==> config.mk <==
export PLATFORM = sky130hd
export DESIGN_NAME = drum_result_decoder_flat
export DESIGN_NICKNAME = d
export VERILOG_FILES = /design/src/rtl/drum_result_decoder_if.sv /design/src/rtl/drum_result_decoder.sv /design/src/flat_wrapper.sv
export SDC_FILE = /design/constraint.sdc
export NUM_CORES = 1
export LEC_CHECK = 0
export BUFFER_PORTS_ARGS = -buffer_cell sky130_fd_sc_hd__buf_2
export CAP_MARGIN = 15
export CORE_ASPECT_RATIO = 1.4
export CORE_UTILIZATION = 35
export CTS_BUF_LIST = sky130_fd_sc_hd__clkbuf_8
export DETAILED_ROUTE_END_ITERATION = 8
export SYNTH_ARGS = -nofsm -noshare
export SYNTH_HDL_FRONTEND = slang
export SYNTH_SLANG_ARGS = --single-unit
export TNS_END_PERCENT = 100
==> constraint.sdc <==
create_clock -name clk -period 3.8 [get_ports clk]
set_input_delay 0.38 -clock clk [delete_from_list [all_inputs] [get_ports clk]]
set_output_delay 0.38 -clock clk [all_outputs]
set_load 0.01 [all_outputs]
==> src/rtl/drum_result_decoder_if.sv <==
// drum_result_decoder_if
//   Bundles the beat input and result output handshakes of one DRUM result
//   decoder lane.
//   master : producer/consumer side (array column + output buffer)
//   slave  : the decoder itself
//   Signals:
//     in_valid/in_ready          beat handshake
//     in_mant                    unsigned mantissa product, 2*MULT_DW bits
//     in_sign                    product sign, 1 = negative
//     in_a_shamt/in_b_shamt      operand truncation shifts
//     in_last                    final term of the packet
//     out_valid/out_ready        result handshake
//     out_data                   signed packet sum, ACC_W bits
//     out_count                  terms in packet, saturating, LEN_W bits
//     out_ovf                    accumulator overflowed during the packet
interface drum_result_decoder_if #(
    parameter int MULT_DW = 4,
    parameter int A_BW    = 8,
    parameter int B_BW    = 8,
    parameter int ACC_W   = 24,
    parameter int LEN_W   = 8
);
    logic                      in_valid;
    logic                      in_ready;
    logic [2*MULT_DW-1:0]      in_mant;
    logic                      in_sign;
    logic [$clog2(A_BW)-1:0]   in_a_shamt;
    logic [$clog2(B_BW)-1:0]   in_b_shamt;
    logic                      in_last;
    logic                      out_valid;
    logic                      out_ready;
    logic [ACC_W-1:0]          out_data;
    logic [LEN_W-1:0]          out_count;
    logic                      out_ovf;

    modport master (
        output in_valid, in_mant, in_sign, in_a_shamt, in_b_shamt, in_last, out_ready,
        input  in_ready, out_valid, out_data, out_count, out_ovf
    );

    modport slave (
        input  in_valid, in_mant, in_sign, in_a_shamt, in_b_shamt, in_last, out_ready,
        output in_ready, out_valid, out_data, out_count, out_ovf
    );
endinterface

==> src/rtl/drum_result_decoder.sv <==
// drum_result_decoder
//   Re-expands truncated DRUM mantissa products (shift by the summed operand
//   truncation amounts, apply sign), accumulates one packet of terms and
//   presents the signed sum over a valid/ready handshake.
//   Ports:
//     clk  rising-edge clock
//     rst  asynchronous active-high reset
//     bus  drum_result_decoder_if.slave (beat in, result out)
//   Configuration macro:
//     DRUM_SATURATE_EN  defined   -> accumulator clamps on overflow and stays
//                                    clamped until the packet is cleared
//                       undefined -> accumulator wraps modulo 2^ACC_W
//   out_ovf is reported in both builds.
module drum_result_decoder #(
    parameter int MULT_DW = 4,
    parameter int A_BW    = 8,
    parameter int B_BW    = 8,
    parameter int ACC_W   = 24,
    parameter int LEN_W   = 8
) (
    input  logic                 clk,
    input  logic                 rst,
    drum_result_decoder_if.slave bus
);
    localparam int TW  = A_BW + B_BW;
    localparam int SAW = $clog2(A_BW);
    localparam int SBW = $clog2(B_BW);
    localparam int SW  = ((SAW > SBW) ? SAW : SBW) + 1;

    localparam logic [ACC_W-1:0] SAT_MAX = {1'b0, {(ACC_W-1){1'b1}}};
    localparam logic [ACC_W-1:0] SAT_MIN = {1'b1, {(ACC_W-1){1'b0}}};
    localparam logic [LEN_W-1:0] CNT_MAX = '1;

    typedef enum logic [1:0] {ACC, DRAIN, HOLD} state_t;

    state_t             state_q, state_d;
    logic [ACC_W-1:0]   s1_term_q;
    logic               s1_valid_q, s1_last_q;
    logic [ACC_W-1:0]   acc_q, acc_d;
    logic [LEN_W-1:0]   cnt_q, cnt_d;
    logic               ovf_q, ovf_d;
    logic [ACC_W-1:0]   out_data_q;
    logic [LEN_W-1:0]   out_count_q;
    logic               out_ovf_q;

    logic               in_ready, accept, clr, load_out;

    // ---------------- decode ----------------
    logic [SW-1:0]      shamt;
    logic [TW-1:0]      mag;
    logic [ACC_W-1:0]   term_ext, term_dec;

    assign shamt    = SW'(bus.in_a_shamt) + SW'(bus.in_b_shamt);
    assign mag      = TW'(bus.in_mant) << shamt;
    assign term_ext = ACC_W'(mag);
    // Negating zero yields zero, so a zero mantissa ignores the sign.
    assign term_dec = bus.in_sign ? -term_ext : term_ext;
    assign accept   = bus.in_valid && in_ready;

    // ---------------- FSM ----------------
    always_comb begin
        state_d  = state_q;
        in_ready = 1'b0;
        clr      = 1'b0;
        load_out = 1'b0;
        unique case (state_q)
            ACC: begin
                in_ready = 1'b1;
                if (accept && bus.in_last) state_d = DRAIN;
            end
            DRAIN: begin
                // Wait one cycle for the last term to leave stage 1, so the
                // accumulator is final when the outputs are loaded.
                if (!(s1_valid_q && s1_last_q)) begin
                    load_out = 1'b1;
                    state_d  = HOLD;
                end
            end
            HOLD: begin
                if (bus.out_ready) begin
                    clr     = 1'b1;
                    state_d = ACC;
                end
            end
            default: state_d = ACC;
        endcase
    end

    // ---------------- accumulate ----------------
    logic [ACC_W-1:0] sum;
    logic             ovf_now;

    assign sum     = acc_q + s1_term_q;
    assign ovf_now = (acc_q[ACC_W-1] == s1_term_q[ACC_W-1]) &&
                     (sum[ACC_W-1] != acc_q[ACC_W-1]);

    always_comb begin
        acc_d = acc_q;
        cnt_d = cnt_q;
        ovf_d = ovf_q;
        if (clr) begin
            acc_d = '0;
            cnt_d = '0;
            ovf_d = 1'b0;
        end else if (s1_valid_q) begin
            cnt_d = (cnt_q == CNT_MAX) ? cnt_q : cnt_q + 1'b1;
`ifdef DRUM_SATURATE_EN
            // Once clamped the accumulator is frozen for the rest of the packet.
            if (!ovf_q) begin
                if (ovf_now) begin
                    ovf_d = 1'b1;
                    acc_d = acc_q[ACC_W-1] ? SAT_MIN : SAT_MAX;
                end else begin
                    acc_d = sum;
                end
            end
`else
            acc_d = sum;
            if (ovf_now) ovf_d = 1'b1;
`endif
        end
    end

    // ---------------- registers ----------------
    always_ff @(posedge clk or posedge rst) begin
        if (rst) begin
            state_q     <= ACC;
            s1_term_q   <= '0;
            s1_valid_q  <= 1'b0;
            s1_last_q   <= 1'b0;
            acc_q       <= '0;
            cnt_q       <= '0;
            ovf_q       <= 1'b0;
            out_data_q  <= '0;
            out_count_q <= '0;
            out_ovf_q   <= 1'b0;
        end else begin
            state_q    <= state_d;
            s1_valid_q <= accept;
            if (accept) begin
                s1_term_q <= term_dec;
                s1_last_q <= bus.in_last;
            end
            acc_q <= acc_d;
            cnt_q <= cnt_d;
            ovf_q <= ovf_d;
            if (load_out) begin
                out_data_q  <= acc_q;
                out_count_q <= cnt_q;
                out_ovf_q   <= ovf_q;
            end
        end
    end

    assign bus.in_ready  = in_ready;
    assign bus.out_valid = (state_q == HOLD);
    assign bus.out_data  = out_data_q;
    assign bus.out_count = out_count_q;
    assign bus.out_ovf   = out_ovf_q;
endmodule

==> src/flat_wrapper.sv <==
// flat-port wrapper written by rule: the top's interface ports become plain ports
module drum_result_decoder_flat 
#(
    parameter int MULT_DW = 4,
    parameter int A_BW    = 8,
    parameter int B_BW    = 8,
    parameter int ACC_W   = 24,
    parameter int LEN_W   = 8
)
  (clk, rst, bus_in_valid, bus_in_mant, bus_in_sign, bus_in_a_shamt, bus_in_b_shamt, bus_in_last, bus_out_ready, bus_in_ready, bus_out_valid, bus_out_data, bus_out_count, bus_out_ovf);
  drum_result_decoder_if #(.MULT_DW(MULT_DW), .A_BW(A_BW), .B_BW(B_BW), .ACC_W(ACC_W), .LEN_W(LEN_W)) bus_i ();
  input  logic clk;
  input  logic rst;
  input wire logic [$bits(bus_i.in_valid)-1:0] bus_in_valid;
  input wire logic [$bits(bus_i.in_mant)-1:0] bus_in_mant;
  input wire logic [$bits(bus_i.in_sign)-1:0] bus_in_sign;
  input wire logic [$bits(bus_i.in_a_shamt)-1:0] bus_in_a_shamt;
  input wire logic [$bits(bus_i.in_b_shamt)-1:0] bus_in_b_shamt;
  input wire logic [$bits(bus_i.in_last)-1:0] bus_in_last;
  input wire logic [$bits(bus_i.out_ready)-1:0] bus_out_ready;
  output wire logic [$bits(bus_i.in_ready)-1:0] bus_in_ready;
  output wire logic [$bits(bus_i.out_valid)-1:0] bus_out_valid;
  output wire logic [$bits(bus_i.out_data)-1:0] bus_out_data;
  output wire logic [$bits(bus_i.out_count)-1:0] bus_out_count;
  output wire logic [$bits(bus_i.out_ovf)-1:0] bus_out_ovf;
  assign bus_i.in_valid = bus_in_valid;
  assign bus_i.in_mant = bus_in_mant;
  assign bus_i.in_sign = bus_in_sign;
  assign bus_i.in_a_shamt = bus_in_a_shamt;
  assign bus_i.in_b_shamt = bus_in_b_shamt;
  assign bus_i.in_last = bus_in_last;
  assign bus_i.out_ready = bus_out_ready;
  assign bus_in_ready = bus_i.in_ready;
  assign bus_out_valid = bus_i.out_valid;
  assign bus_out_data = bus_i.out_data;
  assign bus_out_count = bus_i.out_count;
  assign bus_out_ovf = bus_i.out_ovf;
  drum_result_decoder #(.MULT_DW(MULT_DW), .A_BW(A_BW), .B_BW(B_BW), .ACC_W(ACC_W), .LEN_W(LEN_W)) u_core (.clk(clk), .rst(rst), .bus(bus_i));
endmodule
== After elaboration in Yosys (flattened, before gate mapping) ==
Index checks and enable logic that the tools add are counted.

* Bits in registers: 94
* Bits in latches: 0
* Bits in writable memories: 0
* ROM bits: 0
* Bits of input ports: 20
* Word-level logic and storage cells: 52
* Memories: 0

* $add $sub $neg: 4
* Multiply operators: 0
* Div/mod/pow operators: 0
* Order comparisons: 0
* Eq/ne operators: 9
* Shifts and indexed selects: 1
* Muxes and demuxes: 18
* Bitwise logic cells: 0
* Reduce and logical (&&, ||, !) cells: 10

{| class="wikitable"
|+ Operators with widths
! kind !! number
|-
| two-way mux 24 bit || 3
|-
| adder 24 bit || 1
|-
| two-way mux 8 bit || 3
|-
| negator 16 -> 24 bit || 1
|-
| left shift 8 x 4 -> 16 bit || 1
|-
| adder 8 x 1 -> 8 bit, second input constant || 1
|-
| equality test 8 bit, second input constant || 1
|-
| two-way mux 1 bit || 8
|-
| two-way mux 2 bit || 3
|-
| case mux 2 bit (3 select lines) || 1
|-
| adder 3 x 3 -> 4 bit || 1
|-
| logical AND 1 bit || 4
|-
| != test 2 x 1 -> 1 bit, second input constant || 2
|-
| != test 2 bit, second input constant || 2
|-
| AND reduction 2 bit || 2
|-
| nonzero test 2 bit || 2
|-
| AND reduction 3 bit || 1
|-
| equality test 2 x 1 -> 1 bit, second input constant || 1
|-
| equality test 2 bit, second input constant || 1
|-
| logical NOT 2 bit || 1
|-
| equality test 1 bit || 1
|-
| != test 1 bit || 1
|}

== Longest topological paths before layout ==
Gate-level depths: netlist of the first run.

* Word-level depth: 6
* Mapped depth: 12
* Depth with buffers taken out: 11

== Least setup slack after synthesis of the first run ==
No wires, ideal clock.

* Path kind: input -> register
* Start point: in bus_in_b_shamt[0]
* End point: reg u_core.s1_term_q[17]
* Data arrival time: 2.860 ns
* Required time: 3.682 ns
* Slack: 0.822 ns
* Cell stages on the path: 11
* Buffers on the path: 2
* Cells stage by stage: ha_1 > fa_1 > buf_2 > buf_2 > nand3b_1 > a31oi_2 > o211ai_1 > nand4bb_1 > nor4_1 > nor3_2 > a21o_1

* Longest elaborated chain between the ends: 4

{| class="wikitable"
|+ Ends and longest elaborated chain
! what !! line !! RTL
|-
| start, declared || flat_wrapper.sv:18 || <nowiki>input wire logic [$bits(bus_i.in_b_shamt)-1:0] bus_in_b_shamt;</nowiki>
|-
| adder 3 x 3 -> 4 bit || drum_result_decoder.sv:53 || <nowiki>assign shamt = SW'(bus.in_a_shamt) + SW'(bus.in_b_shamt);</nowiki>
|-
| left shift 8 x 4 -> 16 bit || drum_result_decoder.sv:54 || <nowiki>assign mag = TW'(bus.in_mant) << shamt;</nowiki>
|-
| negator 16 -> 24 bit || drum_result_decoder.sv:57 || <nowiki>assign term_dec = bus.in_sign ? -term_ext : term_ext;</nowiki>
|-
| two-way mux 24 bit || drum_result_decoder.sv:57 ||
|-
| end signal, assigned || drum_result_decoder.sv:141 || <nowiki>s1_term_q <= term_dec;</nowiki>
|-
| end, declared || drum_result_decoder.sv:37 || <nowiki>logic [ACC_W-1:0] s1_term_q;</nowiki>
|}

Every way passes these cells.
A chain may end at the register's enable or synchronous reset.

== Worst setup path in the final report of the first run ==
* Start point: reg u_core.s1_term_q[0]
* End point: reg u_core.acc_q[20]

* Longest elaborated chain between the ends: 3

{| class="wikitable"
|+ Ends and longest elaborated chain
! what !! line !! RTL
|-
| adder 24 bit || drum_result_decoder.sv:93 || <nowiki>assign sum = acc_q + s1_term_q;</nowiki>
|-
| two-way mux 24 bit || drum_result_decoder.sv:105 || <nowiki>end else if (s1_valid_q) begin</nowiki>
|-
| two-way mux 24 bit || drum_result_decoder.sv:101 || <nowiki>if (clr) begin</nowiki>
|-
| end signal, assigned || drum_result_decoder.sv:131 || <nowiki>acc_q <= '0;</nowiki>
|-
| end signal, assigned || drum_result_decoder.sv:144 || <nowiki>acc_q <= acc_d;</nowiki>
|-
| end, declared || drum_result_decoder.sv:39 || <nowiki>logic [ACC_W-1:0] acc_q, acc_d;</nowiki>
|}

Every way passes these cells. The select of a mux whose other input is x is not followed.

==> results of run 1 <==
## state kept, by name (all words and copies together), names as in the netlist
name                  flops
u_core.acc_q             24
u_core.bus.out_data      24
u_core.s1_term_q         24
u_core.bus.out_count      8
u_core.cnt_q              8
u_core.state_q            2
u_core.bus.out_ovf        1
u_core.ovf_q              1
u_core.s1_last_q          1
u_core.s1_valid_q         1
## routing by layer
metal | track usage, % | vias up | share of wire [%]
li1 | - | 2241 | -
met1 | 18.39 | 2150 | 43
met2 | 28.39 | 79 | 51
met3 | 2.805 | 25 | 3.3
met4 | 7.400 | 0 | 3.1
met5 | 0 | - | 0
## power groups by stage
stage | clock (mW) | combinational (mW) | sequential (mW)
floorplan | 0 | 2.10 | 1.76
global placement | 0 | 2.74 | 1.77
detailed placement | 0 | 2.80 | 1.79
CTS | 0.623 | 2.81 | 1.77
global route | 0.665 | 3.13 | 1.82
finish | 0.601 | 2.79 | 1.76
## layout make-up
class / count / area, um^2
Tap cell: 199 / 249.0
Multi-Input combinational cell: 462 / 3312
Clock buffer: 10 / 137.6
Fill cell: 1631 / 9723
Inverter: 15 / 57.56
Clock inverter: 6 / 38.79
Timing Repair Buffer: 67 / 370.4
Sequential cell: 94 / 2352
## synth_stat cells, drive strengths merged (9+ instances only)
cell type / n / area, um^2
clkbuf: 17 / 63.81
buf: 9 / 58.80
o21ai: 37 / 185.2
xor2: 22 / 200.2
mux2i: 23 / 230.2
nor2: 56 / 210.2
a21o: 14 / 105.1
xnor2: 18 / 157.7
mux2: 35 / 394.1
inv: 15 / 56.30
nand2: 68 / 255.2
dfrtp: 94 / 2352
ha: 28 / 350.3
a21oi: 41 / 205.2
nand3: 15 / 80.08
## worst reg2reg max path, cell delays in order, from the launching register on
cell,delay (ps)
dfrtp_1,420
ha_1,220
fa_1,410
a21oi_1,200
o21a_1,140
o21bai_1,130
a311oi_1,570
inv_1,110
a21oi_1,290
nor4_1,90
a311o_1,320
## kinds of logic (layout without fill, tap and decap cells)
| group | after synthesis | in the layout | share of synthesized area [%] |
|---|---|---|---|
| compound gates | 146 | 146 | 16.96 |
| xor+xnor | 40 | 40 | 6.124 |
| fa+ha+maj | 30 | 30 | 6.681 |
| buf+inv | 41 | 98 | 3.062 |
| flops | 94 | 94 | 40.26 |
| mux | 61 | 61 | 11.97 |
| simple gates | 185 | 185 | 14.95 |
## path summary, 6_finish.rpt
path,start,endpoint
worst max-delay path,u_core.s1_term_q[0],u_core.acc_q[20]
worst min-delay path,bus_in_last,u_core.s1_last_q
worst max register to register,u_core.s1_term_q[0],u_core.acc_q[20]
worst min register to register,u_core.state_q[1],u_core.state_q[0]
max in group asynchronous,rst,u_core.s1_term_q[10]
min in group asynchronous,rst,u_core.cnt_q[3]
## per-stage QoR
step,setup slack [ps],instance area [um^2]
after floorplan,822.2,5843
after global placement,538.6,6331
after detailed placement,433.2,6331
after CTS,819.7,6518
after global routing,582.7,6518
final,794.2,6518
==> results.json, run 1 <==
{
  "grt-ovfl-total": 0,
  "power_frac_comb_pct": 54.2,
  "ctsResizeCount": 0,
  "cp.depth": 10,
  "portBuffers": 54,
  "rrSetupSlack_ps": 790,
  "finalPower_mw": 5.152,
  "arrival_ps": 3270,
  "critPathLaunchType": "register",
  "ir_drop_v": 0.0002134,
  "syn_to_final_growth_pct": 11.54,
  "grt_max_degree": 44,
  "switching_power_mw": 2.220,
  "cts.sinks": 94,
  "clock_skew_ps": 17.03,
  "powerDensity_nw_per_um2": 790.5,
  "globalplace.congestion": 0.8628,
  "slew_headroom_pct": 53.36,
  "maxCapViolations": 0,
  "ys.flop_type": "dfrtp_1",
  "fin_crit_sh_pct": 79.10,
  "status": "finished with violations",
  "setup_viol": 0,
  "final_cells": 853,
  "dieArea_um2": 17220,
  "cts-root-buf": "clkbuf_8",
  "violations": "design-rule violations",
  "start_util_pct": 35.98,
  "layout_common_cells": "94 x dfrtp_1, 68 x nand2_1, 56 x nor2_1",
  "internal-power_mw": 2.932,
  "p_clk_share_pct": 11.7,
  "cts_buffers": 9,
  "grt_pass1_wl_um": 22010,
  "post_cts_buffers": 0,
  "reg2regPathDepth": 10,
  "finalCriticalPeriod_ps": 3006,
  "synth_edf_count": 0,
  "clk_latency_ps": 370,
  "async_flop_share_pct": 100.0,
  "grt_pass1_vias": 4561,
  "setup.worst_path.class": "register to register",
  "tns_ps": 0,
  "fp-row-count": 55,
  "nets": 699,
  "rsz0062_at_grt": "no",
  "cpMaxStageDelayCell": "a311oi_1",
  "final_core_util_pct": 40.13,
  "min_path_type": "input port to register",
  "ctsHtreeMaxLevel": 3,
  "syn_nets": 647,
  "core_area_um2": 16240,
  "dr.pass1.iters": 6,
  "seq_area_frac_synth_pct": 40.26,
  "io-pin-count": 55,
  "antenna_cells": 0,
  "synth_cells": 597,
  "grt_usage_pct": 15.87,
  "hold_violations": 0,
  "vias": 4495,
  "slowest_delay_ps": 570,
  "die_h_um": 154.9,
  "wirelength_um": 13170,
  "fmax_mhz": 332.7,
  "cts_hold_buf": 1,
  "cpMostUsedCell": "a21oi_1",
  "worst_slew_pin_slew_ps": 694.3,
  "yosys_warnings": 0,
  "hpwl_um": 10210,
  "detail-route-antenna-nets": 0,
  "synth_area_um2": 5843,
  "holdWs_ps": 217.6,
  "wl_per_cell_um": 15.44,
  "path_max_fanout": 4,
  "required_ps": 4070,
  "grt_antenna_before_repair": 0,
  "crit_path_cell_trace": "ha_1 > fa_1 > a21oi_1 > o21a_1 > o21bai_1 > a311oi_1 > inv_1 > a21oi_1 > nor4_1 > a311o_1",
  "avgSynthCellArea_um2": 9.787,
  "viasPerCell": 5.270,
  "dpl.cell_count": 836,
  "crit_family": "compound AO/OA/AOI/OAI gates",
  "drt-initial-drc-count": 212,
  "hold_path_depth": 3,
  "cts_max_path_buffers": 2,
  "slew_violations": 0,
  "drc_errors": 12,
  "drive_gt1_share_pct": 20.03,
  "clkTransAtPathRegs_ps": 100,
  "cp-end-kind": "register",
  "path_buf_inv": 1,
  "synth_cell_types": 71,
  "final_common_cell": "dfrtp_1",
  "p_seq_share_pct": 34.2,
  "die_w_um": 111.2,
  "p_sw_share_pct": 43.09,
  "p_leak_nw": 3.086,
  "yosys_register_bits": 94,
  "cts_tree": "done"
}
(Power assumes the default switching activity.)
==> run 2: changes to the inputs <==
==> constraint.sdc (replaced) <==
create_clock -name clk -period 3.1 [get_ports clk]
set_input_delay 0.31 -clock clk [delete_from_list [all_inputs] [get_ports clk]]
set_output_delay 0.31 -clock clk [all_outputs]
set_load 0.01 [all_outputs]
==> run 2 against run 1 <==
  * The flow still finishes with violations (design-rule violations)
  * Setup slack got worse by 630 ps
  * First-iteration DRC count fell by 14%
  * Critical path type unchanged
  * Total power rose by 27%
  * Fmax rose by 2.2%
  * Critical endpoint is now u_core.acc_q[23]
  * Sequential power rose by 23%
  * Register-to-register slack got worse by 630 ps
  * Sequential cell count did not move
  * Critical path depth fell by 1
  * Global-route usage rose by 0.24 points
  * Clock skew fell by 7.2 ps
  * Combinational power rose by 28%
==> results.json, run 2 (synthesis results as in run 1) <==
{
  "status": "finished with violations",
  "violations": "design-rule violations",
  "slowest_delay_ps": 600,
  "start_util_pct": 35.98,
  "antenna_cells": 0,
  "cpMaxStageDelayCell": "or4_1",
  "dr.pass1.iters": 6,
  "grt_pass1_wl_um": 22360,
  "hpwl_um": 10460,
  "drive_gt1_share_pct": 23.12,
  "dieArea_um2": 17220,
  "cts_hold_buf": 0,
  "top_usage_layer": "met2",
  "cts_tree": "done",
  "hold_violations": 0,
  "portBuffers": 54,
  "clk_latency_ps": 360,
  "post_cts_buffers": 0,
  "holdWs_ps": 74.84,
  "cts.sinks": 94,
  "ctsHtreeMaxLevel": 3,
  "fmax_mhz": 340.1,
  "finalPower_mw": 6.530,
  "die_h_um": 154.9,
  "wl_per_cell_um": 15.18,
  "cp-end-kind": "register",
  "arrival_ps": 3190,
  "setup_viol": 0,
  "grt_max_degree": 49,
  "p_leak_nw": 3.230,
  "place_area_um2": 6539,
  "p_sw_share_pct": 42.00,
  "grt_pass1_vias": 4676,
  "cts-root-buf": "clkbuf_8",
  "use_met1_pct": 18.23,
  "globalplace.congestion": 0.8886,
  "crit_path_cell_trace": "ha_1 > a21o_1 > a21o_1 > or2_1 > or4_1 > a41oi_2 > xnor2_1 > a21oi_1 > a31o_1",
  "finalCriticalPeriod_ps": 2940,
  "rsz0062_at_grt": "no",
  "tns_ps": 0,
  "min_path_type": "input port to async pin",
  "grt_usage_pct": 16.11,
  "io-pin-count": 55,
  "ctsResizeCount": 0,
  "layout_common_cells": "94 x dfrtp_1, 68 x nand2_1, 56 x nor2_1",
  "path_max_fanout": 6,
  "wirelength_um": 13330,
  "grtUsageMet2_pct": 29.08,
  "detail-route-antenna-nets": 0,
  "grt-ovfl-total": 0,
  "grt_use_met3_pct": 2.454,
  "powerDensity_nw_per_um2": 968.8,
  "p_seq_share_pct": 33.0,
  "drt-initial-drc-count": 183,
  "fin_crit_sh_pct": 94.85,
  "setup.worst_path.class": "register to register",
  "slew_violations": 0,
  "required_ps": 3350,
  "critPathLaunchType": "register",
  "viasPerCell": 5.220,
  "p_clk_share_pct": 12.5,
  "final_cells": 878,
  "cpMostUsedCell": "a21o_1",
  "vias": 4583,
  "final_common_cell": "dfrtp_1",
  "drc_errors": 12,
  "power_frac_comb_pct": 54.5,
  "die_w_um": 111.2,
  "cts_max_path_buffers": 2,
  "nets": 724,
  "core_area_um2": 16240,
  "dpl.cell_count": 862,
  "crit_family": "compound AO/OA/AOI/OAI gates",
  "switching_power_mw": 2.743,
  "grt_antenna_before_repair": 0,
  "setup_ws_ps": 159.6,
  "cts_buffers": 9,
  "syn_to_final_growth_pct": 15.35,
  "clkTransAtPathRegs_ps": 90,
  "slew_headroom_pct": 44.80,
  "maxCapViolations": 0,
  "clock_skew_ps": 9.852,
  "final_core_util_pct": 41.50,
  "internal-power_mw": 3.787,
  "worst_slew_pin_slew_ps": 828.0,
  "fp-row-count": 55,
  "path_buf_inv": 0,
  "pre_cts_slack_ps": -92.81,
  "finish.instance_area_um2": 6740,
  "ir_drop_v": 0.0002686
}
run 2: cell count changes in the layout (fill, tap and decap cells not counted):
cell / change
buf_12: +1
inv_6: -1
clkbuf_8: +1
bufinv_16: +1
dlygate4sd3_1: -1
clkinv_2: +1
buf_4: +25
clkinvlp_4: -2
run 2: per-layer routing:
layer  part of all wire, %  routed length, um
met4                   3.9                516
met1                    43               5675
met5                     0                  0
met2                    51               6745
met3                   2.9                392
run 2: worst reg2reg max path, stage by stage (launching register included):
cell and delay (ps):
dfrtp_1 410, ha_1 390, a21o_1 220, a21o_1 200, or2_1 270, or4_1 600, a41oi_2 290, xnor2_1 170
a21oi_1 90, a31o_1 200
run 2: final timing paths:
check | endpoint | cells after the start | start | slack, ps
setup / recovery | u_core.acc_q[23] | 9 | u_core.acc_q[9] | 160
hold reg to reg | u_core.state_q[0] | 1 | u_core.state_q[1] | 490
min in group clk | u_core.s1_last_q | 3 | bus_in_last | 160
hold / removal | u_core.acc_q[3] | 2 | rst | 70
setup reg to reg | u_core.acc_q[23] | 9 | u_core.acc_q[9] | 160
max in group asynchronous | u_core.acc_q[21] | 3 | rst | 2320
run 2: layout make-up:
type                    count  area (um^2)
repair buffers             92        568.0
fillers                  1624         9500
inverters                  15        57.56
well taps                 199        249.0
multi-input cells         462         3312
clock inverters             5        50.05
clock buffers              11        151.4
flip-flops and latches     94         2352
run 2: power by group through the flow:
stage / logic, mW / clock network [mW] / registers, mW
floorplan: 2.57 / 0 / 2.16
global placement: 3.46 / 0 / 2.16
detailed placement: 3.55 / 0 / 2.19
CTS: 3.57 / 0.842 / 2.17
global route: 3.97 / 0.891 / 2.23
finish: 3.56 / 0.815 / 2.16
==> run 3: changes to the inputs <==
--- a/config.mk
+++ b/config.mk
@@ -11,6 +11,7 @@
 export CORE_UTILIZATION = 35
 export CTS_BUF_LIST = sky130_fd_sc_hd__clkbuf_8
 export DETAILED_ROUTE_END_ITERATION = 8
+export GPL_TIMING_DRIVEN = 0
 export SYNTH_ARGS = -nofsm -noshare
 export SYNTH_HDL_FRONTEND = slang
 export SYNTH_SLANG_ARGS = --single-unit
==> run 3 against run 2 <==
  * The flow still finishes with violations (design-rule violations)
  * Global-route usage grew 1.1 points
  * Setup slack got worse by 47 ps
  * Sequential share of layout area is 0.72 points higher
  * Count of clock-buffer cells in the layout decreased by 1
  * Wire length increased by 5.6%
  * Via count is 0.46% higher
  * Fmax fell by 1.6%
  * First-iteration DRC count rose by 75%
  * Combinational power fell by 1%
  * Sequential cell count is the same
  * Hold slack worse by 59 ps
  * Final area down 2.0%
  * Largest cell class unchanged
  * Highest routed layer unchanged
==> results.json, run 3 (synthesis results as in run 1) <==
{
  "clkTransAtPathRegs_ps": 90,
  "clk_latency_ps": 370,
  "cts_tree": "done",
  "finish.instance_area_um2": 6604,
  "wirelength_um": 14080,
  "fp-row-count": 55,
  "fmax_mhz": 334.7,
  "rr_startpoint": "u_core.acc_q[9]",
  "place_area_um2": 6392,
  "setup_viol": 0,
  "fin_crit_sh_pct": 96.38,
  "final_core_util_pct": 40.66,
  "cpMaxStageDelayCell": "or4_1",
  "dieArea_um2": 17220,
  "cpMostUsedCell": "a21o_1",
  "finalCriticalPeriod_ps": 2988,
  "layout_common_cells": "94 x dfrtp_1, 68 x nand2_1, 57 x buf_2",
  "dr.pass1.iters": 6,
  "ir_drop_v": 0.0002937,
  "globalplace.congestion": 0.9002,
  "grt_antenna_before_repair": 0,
  "required_ps": 3360,
  "powerDensity_nw_per_um2": 973.6,
  "drt-initial-drc-count": 320,
  "maxCapViolations": 0,
  "detail-route-antenna-nets": 0,
  "post_cts_buffers": 0,
  "start_util_pct": 35.98,
  "crit_path_cell_trace": "ha_1 > a21o_1 > a21o_1 > or2_1 > or4_1 > a41oi_2 > xnor2_1 > a21oi_1 > a31o_1",
  "grt-ovfl-total": 0,
  "ctsHtreeMaxLevel": 3,
  "io-pin-count": 55,
  "drc_errors": 12,
  "path_max_fanout": 6,
  "clock_skew_ps": 8.171,
  "violations": "design-rule violations",
  "critPathLaunchType": "register",
  "cts_buffers": 9,
  "cts-root-buf": "clkbuf_8",
  "nets": 713,
  "setup.worst_path.start": "u_core.acc_q[9]",
  "viasPerCell": 5.310,
  "cts.sinks": 94,
  "die_w_um": 111.2,
  "slew_headroom_pct": 45.71,
  "grt_max_degree": 50,
  "grt_usage_pct": 17.22,
  "p_leak_nw": 3.098,
  "rsz0062_at_grt": "no",
  "wl_per_cell_um": 16.24,
  "arrival_ps": 3250,
  "cts_hold_buf": 0,
  "grt_pass1_wl_um": 23580,
  "hold_violations": 0,
  "syn_to_final_growth_pct": 13.02,
  "cts_max_path_buffers": 2,
  "final_common_cell": "dfrtp_1",
  "cp-end-kind": "register",
  "tns_ps": 0,
  "status": "finished with violations",
  "setup.worst_path.class": "register to register",
  "vias": 4604,
  "drive_gt1_share_pct": 20.06,
  "worst_slew_pin_slew_ps": 814.4,
  "slew_violations": 0,
  "portBuffers": 54,
  "slowest_delay_ps": 590,
  "ctsResizeCount": 1,
  "die_h_um": 154.9,
  "core_area_um2": 16240,
  "min_path_type": "input port to async pin",
  "hpwl_um": 11110,
  "antenna_cells": 0,
  "grt_pass1_vias": 4655
}
-- run 3: final timing paths --
path                                                to  slack [ps]  cells past startpoint
worst max-delay path                  u_core.acc_q[23]         110                      9
worst min-delay path            u_core.bus.out_data[1]          20                      2
worst max register to register        u_core.acc_q[23]         110                      9
worst min register to register       u_core.state_q[0]         490                      1
max in group asynchronous             u_core.acc_q[13]        2440                      3
min in group clk                      u_core.s1_last_q         150                      3
-- run 3: final cells by class --
type | instances | area [um^2]
Fill cell | 1607 | 9637
Multi-Input combinational cell | 462 | 3343
Timing Repair Buffer | 55 | 297.8
Tap cell | 199 | 249.0
Buffer | 26 | 127.6
Inverter | 15 | 58.81
Clock inverter | 6 | 37.54
Sequential cell | 94 | 2352
Clock buffer | 10 | 137.6
-- run 3: per-stage QoR --
step / setup slack [ps] / cells / total power [mW] / hold slack (ps)
floorplan: 192.2 / 597 / 4.725 / 415.4
global placement: -672.8 / 850 / 5.571 / 457.3
detailed placement: -415.7 / 851 / 5.674 / 452.5
CTS: 30.78 / 867 / 6.436 / 43.29
global route: 14.32 / 867 / 6.999 / 65.94
finish: 112.3 / 867 / 6.430 / 15.92
-- run 3: where the power goes --
part           internal [mW]  switching (mW)
logic                   1.54            1.98
registers               1.76           0.400
clock network          0.311           0.430
total                   3.61            2.81
-- run 3: worst max-delay path: cells and delay by family (launching register included) --
kind / cells / cell delay, ps
XOR/XNOR: 1 / 180
AND/OR/NAND/NOR: 2 / 840
flip-flops: 1 / 420
adder cells (fa/ha/maj): 1 / 400
AO/OA/AOI/OAI: 5 / 1020
-- run 3: layer usage --
metal / part of all wire, % / GRT usage (%) / vias up
met5: 0 / 0 / -
met4: 3.2 / 8.945 / 0
met2: 52 / 31.61 / 95
li1: - / - / 2284
met3: 3.0 / 2.026 / 31
met1: 42 / 19.56 / 2194
